<file path="src/rtl/req_collector_pkg.sv">
// Shared types and constants for the request collector.
// Slot state encoding and default pending depth.
package req_collector_pkg;

  localparam int CNT_W        = 2;
  localparam int MAX_PEND_DEF = 3;

  typedef enum logic [1:0] {
    IDLE    = 2'd0,
    PEND    = 2'd1,
    GRANTED = 2'd2,
    GAP     = 2'd3
  } slot_state_t;

  typedef logic [CNT_W-1:0] cnt_t;

  function automatic cnt_t cnt_max(input int m);
    return cnt_t'(m);
  endfunction

endpackage

</file>
<file path="src/rtl/req_slot.sv">
// One client slot: pending counter, sticky overflow and
// the IDLE/PEND/GRANTED/GAP request handshake.
module req_slot
  import req_collector_pkg::*;
#(
  parameter int MAX_PEND = MAX_PEND_DEF
) (
  input  logic       clk,
  input  logic       reset,
  input  logic       push,
  input  logic       g,
  output logic       req,
  output cnt_t       count,
  output logic       ovf,
  output logic       active
);

  localparam cnt_t CMAX = cnt_max(MAX_PEND);

  slot_state_t state, state_nxt;
  cnt_t        count_nxt;
  logic        ovf_nxt;
  logic        dec;
  logic        full;
  logic        take;
  logic        drop;

  assign dec  = (state == PEND) && g;
  assign full = (count == CMAX);
  assign take = push && (!full || dec);
  assign drop = push && full && !dec;

  always_comb begin
    count_nxt = count;
    unique case ({take, dec})
      2'b10:   count_nxt = count + cnt_t'(1);
      2'b01:   count_nxt = count - cnt_t'(1);
      default: count_nxt = count;
    endcase
  end

  assign ovf_nxt = ovf | drop;

  // GAP looks at the post-update count so a push landing
  // in the gap cycle is not stranded in IDLE.
  always_comb begin
    state_nxt = state;
    unique case (state)
      IDLE:    if (take) state_nxt = PEND;
      PEND:    if (g) state_nxt = GRANTED;
      GRANTED: if (!g) state_nxt = GAP;
      GAP:     state_nxt = (count_nxt != '0) ? PEND : IDLE;
      default: state_nxt = IDLE;
    endcase
  end

  always_ff @(posedge clk) begin
    if (reset) begin
      state <= IDLE;
      count <= '0;
      ovf   <= 1'b0;
    end else begin
      state <= state_nxt;
      count <= count_nxt;
      ovf   <= ovf_nxt;
    end
  end

  assign req    = (state == PEND);
  assign active = (state != IDLE) || (count != '0);

endmodule

</file>
<file path="src/rtl/req_collector.sv">
// Three independent request slots feeding a downstream arbiter.
// Client 1 maps to bit 2, client 3 to bit 0.
module req_collector
  import req_collector_pkg::*;
#(
  parameter int MAX_PEND = MAX_PEND_DEF
) (
  input  logic       clk,
  input  logic       reset,
  input  logic       push1,
  input  logic       push2,
  input  logic       push3,
  input  logic       g1,
  input  logic       g2,
  input  logic       g3,
  output logic [2:0] req,
  output logic [1:0] pend1,
  output logic [1:0] pend2,
  output logic [1:0] pend3,
  output logic [2:0] ovf,
  output logic       busy
);

  logic [2:0] act;

  req_slot #(.MAX_PEND(MAX_PEND)) u_s1 (
    .clk    (clk),
    .reset  (reset),
    .push   (push1),
    .g      (g1),
    .req    (req[2]),
    .count  (pend1),
    .ovf    (ovf[2]),
    .active (act[2])
  );

  req_slot #(.MAX_PEND(MAX_PEND)) u_s2 (
    .clk    (clk),
    .reset  (reset),
    .push   (push2),
    .g      (g2),
    .req    (req[1]),
    .count  (pend2),
    .ovf    (ovf[1]),
    .active (act[1])
  );

  req_slot #(.MAX_PEND(MAX_PEND)) u_s3 (
    .clk    (clk),
    .reset  (reset),
    .push   (push3),
    .g      (g3),
    .req    (req[0]),
    .count  (pend3),
    .ovf    (ovf[0]),
    .active (act[0])
  );

  assign busy = |act;

endmodule

</file>
<file path="config.mk">
export PLATFORM = sky130hd
export DESIGN_NAME = req_collector
export DESIGN_NICKNAME = d
export VERILOG_FILES = /design/src/rtl/req_collector_pkg.sv /design/src/rtl/req_slot.sv /design/src/rtl/req_collector.sv
export SDC_FILE = /design/constraint.sdc
export NUM_CORES = 1
export LEC_CHECK = 0
export BUFFER_PORTS_ARGS = -buffer_cell sky130_fd_sc_hd__buf_2
export CORE_MARGIN = 2
export CORE_UTILIZATION = 25
export CTS_CLUSTER_DIAMETER = 30
export DETAILED_ROUTE_END_ITERATION = 16
export GPL_ROUTABILITY_DRIVEN = 0
export HOLD_SLACK_MARGIN = 0.02
export PLACE_DENSITY = 0.54
export SETUP_SLACK_MARGIN = 0.05
export SKIP_CTS_REPAIR_TIMING = 1
export SLEW_MARGIN = 10
export SYNTH_ARGS = -nofsm -noshare
export SYNTH_HDL_FRONTEND = slang
export SYNTH_SLANG_ARGS = --single-unit
</file>
<file path="constraint.sdc">
create_clock -name clk -period 2.5 [get_ports clk]
set_clock_uncertainty 0.05 [all_clocks]
set_input_delay 0.25 -clock clk [delete_from_list [all_inputs] [get_ports clk]]
set_output_delay 0.25 -clock clk [all_outputs]
set_load 0.05 [all_outputs]
</file>
==> implementation parameters <==
Parameter                              Value

Clock network
  Clk sinks    15
  Clock tree from TritonCTS    done
  Clock latency of the later-clocked register in the worst-skew pair    0.25 ns
  Clock transition at the registers of the reported paths    0.07 ns
  Clock H-tree levels    1
  Number of buffers added by the clock tree synthesis step    3
  Clk root buf    sky130_fd_sc_hd__clkbuf_8
  Longest Clk Path Bufs    2

Power and ir drop
  Post-route total power    0.00137 W
  Static power due to leakage    0.588 nW
  Power density normalized to cell area    1080 nW/um2
  Maximum vdd ir drop    231 uV

STA
  Actual slew at the worst max-slew pin    0.305 ns
  Hold_ws    0.311 ns
  Fin crit share    72.4%
  Setup_tns    0 ns
  Rel. slew slack    79.7%
  Fin. max-slew vios    0
  Max frequency    0.553 GHz
  Shortest clock period the worst path allows after layout    1.81 ns
  RSZ-0062 raised after global routing    no
  Setup Viol. Count Final    0
  Hold violation total from the final report    0

Drt
  Number of nets still failing antenna checks after routing    0
  TritonRoute pass-1 iters    4
  Avg Vias per Cell    4.59
  DR DRC count    0
  Drt total wl    2200 um
  Total number of vias    905
  1st-iter DRT viols    29
  Routed wire per std cell    11.2 um

Die
  Vertical extent of the die    70.3 um
  Floorplan Core Area    4290 um2
  Placement Rows    24
  Die Area    4940 um2
  Initial standard-cell utilization of the core    25.6%
  Die Width    70.3 um
  I/O pin count    21

Final layout
  Util after Layout    29.3%
  Diodes inserted    0
  Area growth from synthesis to final layout    14.7%
  Fin nets    169
  Layout filler cell count    464
  Final cell area excluding filler cells    1260 um2
  Layout cell share with drive strength beyond 1    20.0%
  Area of the multi-input gates    708 um2
  Area used by sequential logic in the layout    300 um2

Global route
  Initial antenna violation count    0
  Largest net degree at the start of global routing    16
  Via count of the first global-routing pass    810
  Wire length of the first global-routing pass    3730 um
  Total global routing overflow    0
  Global-route usage over all layers    9.23%

Place
  Placed wire-length estimate    1620 um
  PortBufs    20
  Area after DPL    1210 um2

Worst setup path
  Endpoint type of the worst setup path    output port
  Worst path arrival time    1.51 ns
  Crit-path max FO    5
  Kind of launch point of the worst setup path    register
  Worst Path Required    2.20 ns
  Critical R2R Launch    u_s2.state[1]
  Crit path from    u_s2.state[0]
  Setup Crit Path Kind    reg -> out

Synth
  Mean area per synthesized cell    8.58 um2
  Dominant cell type by area after synthesis    sky130_fd_sc_hd__dfxtp_1
  EDFF count, synth    0
  Portion of synthesized cell area occupied by the leading cell type    27.3%
  Number of distinct library cells after synthesis    26
  Leading post-synthesis cells by instance count    15 x sky130_fd_sc_hd__dfxtp_1, 15 x sky130_fd_sc_hd__ha_1, 12 x sky130_fd_sc_hd__o21ai_0
  Gate Count Post-Synth    128
  Number of warnings issued by yosys    0
  Sequential share of the synthesized area    27.3%
  Post-synthesis instance area    1100 um2
  Most used DFF post-synth    sky130_fd_sc_hd__dfxtp_1
  Synthesized netlist net count    151
  Top cells by area, synth    sky130_fd_sc_hd__dfxtp_1 27%, sky130_fd_sc_hd__ha_1 17%, sky130_fd_sc_hd__mux2i_1 5.5%
  Async set-or-reset flop fraction in the synthesized netlist    0%
  Number of flip-flops and latches in the synthesized netlist    15

Status
  Outcome    complete, no violations

Flow run
  Maximum Capacitance Violations    0

Hold path
  Type of the worst min-delay path    in -> reg
  Hold Crit Start    reset
==> worst max-delay path: stages, from the launching register on <==
cell and delay [ns]:
sky130_fd_sc_hd__dfxtp_1 0.39, sky130_fd_sc_hd__inv_1 0.11, sky130_fd_sc_hd__ha_1 0.24, sky130_fd_sc_hd__and3_1 0.18
sky130_fd_sc_hd__nand4_1 0.09, sky130_fd_sc_hd__buf_2 0.26
==> where the power goes <==
group | leakage, nW | switching, W | internal (W)
logic | 0.441 | 0.000489 | 0.000277
registers | 0.124 | 0.0000899 | 0.000307
clock network | 0.0228 | 0.0000911 | 0.000113
total | 0.588 | 0.000670 | 0.000696
==> cells by family after synthesis <==
| family | count (synthesis) | share of synthesized area (%) |
|---|---|---|
| AND/OR/NAND/NOR | 42 | 22.0 |
| multiplexers | 6 | 5.47 |
| flip-flops | 15 | 27.3 |
| AO/OA/AOI/OAI | 32 | 19.9 |
| adder cells (fa/ha/maj) | 15 | 17.1 |
| buffers and inverters | 18 | 8.20 |
==> through the flow <==
| step | setup slack [ns] | std cells |
|---|---|---|
| final | 0.691 | 197 |
| after global placement | 0.844 | 193 |
| after global routing | 0.563 | 197 |
| after detailed placement | 0.853 | 193 |
| after CTS | 0.673 | 197 |
| after floorplan | 0.785 | 128 |
==> cell type report <==
| cell class | instances | area share (%) |
|---|---|---|
| repair buffers | 20 | 7.94 |
| clock buffers | 4 | 3.57 |
| multi-input cells | 95 | 56.2 |
| flip-flops and latches | 15 | 23.8 |
| well taps | 52 | 5.16 |
| inverters | 11 | 3.28 |
==> state kept, by name, summed over array words and instances, names as in the netlist <==
| name | flops |
|---|---|
| u_s1.state | 2 |
| u_s2.ovf | 1 |
| u_s1.ovf | 1 |
| u_s2.count | 2 |
| u_s1.count | 2 |
| u_s3.ovf | 1 |
| u_s2.state | 2 |
| u_s3.state | 2 |
| u_s3.count | 2 |
==> worst paths after layout <==
path / endpoint / slack (ns) / depth (start not counted)
worst min register to register: u_s1.ovf / 0.42 / 2
worst max-delay path: busy / 0.69 / 5
worst max register to register: u_s2.state[0] / 0.84 / 6
worst min-delay path: u_s2.state[1] / 0.31 / 2
==> layer usage <==
layer,vias to the layer above,track usage (%),routed length [um]
met5,-,0,0
met1,404,12.5,1110
met3,2,2.31,84
met4,0,3.85,18
met2,9,13.8,982
li1,490,-,-
==> layout by cell type, fill, tap and decap left out, types with 5 or more instances in the layout <==
cell type,count
sky130_fd_sc_hd__nor2_1,10
sky130_fd_sc_hd__inv_1,11
sky130_fd_sc_hd__mux2i_1,6
sky130_fd_sc_hd__nand2_1,6
sky130_fd_sc_hd__nand2b_1,5
sky130_fd_sc_hd__dfxtp_1,15
sky130_fd_sc_hd__a31oi_1,8
sky130_fd_sc_hd__o21ai_0,12
sky130_fd_sc_hd__ha_1,15
sky130_fd_sc_hd__buf_2,20
Power figures use the tool's default switching activity.
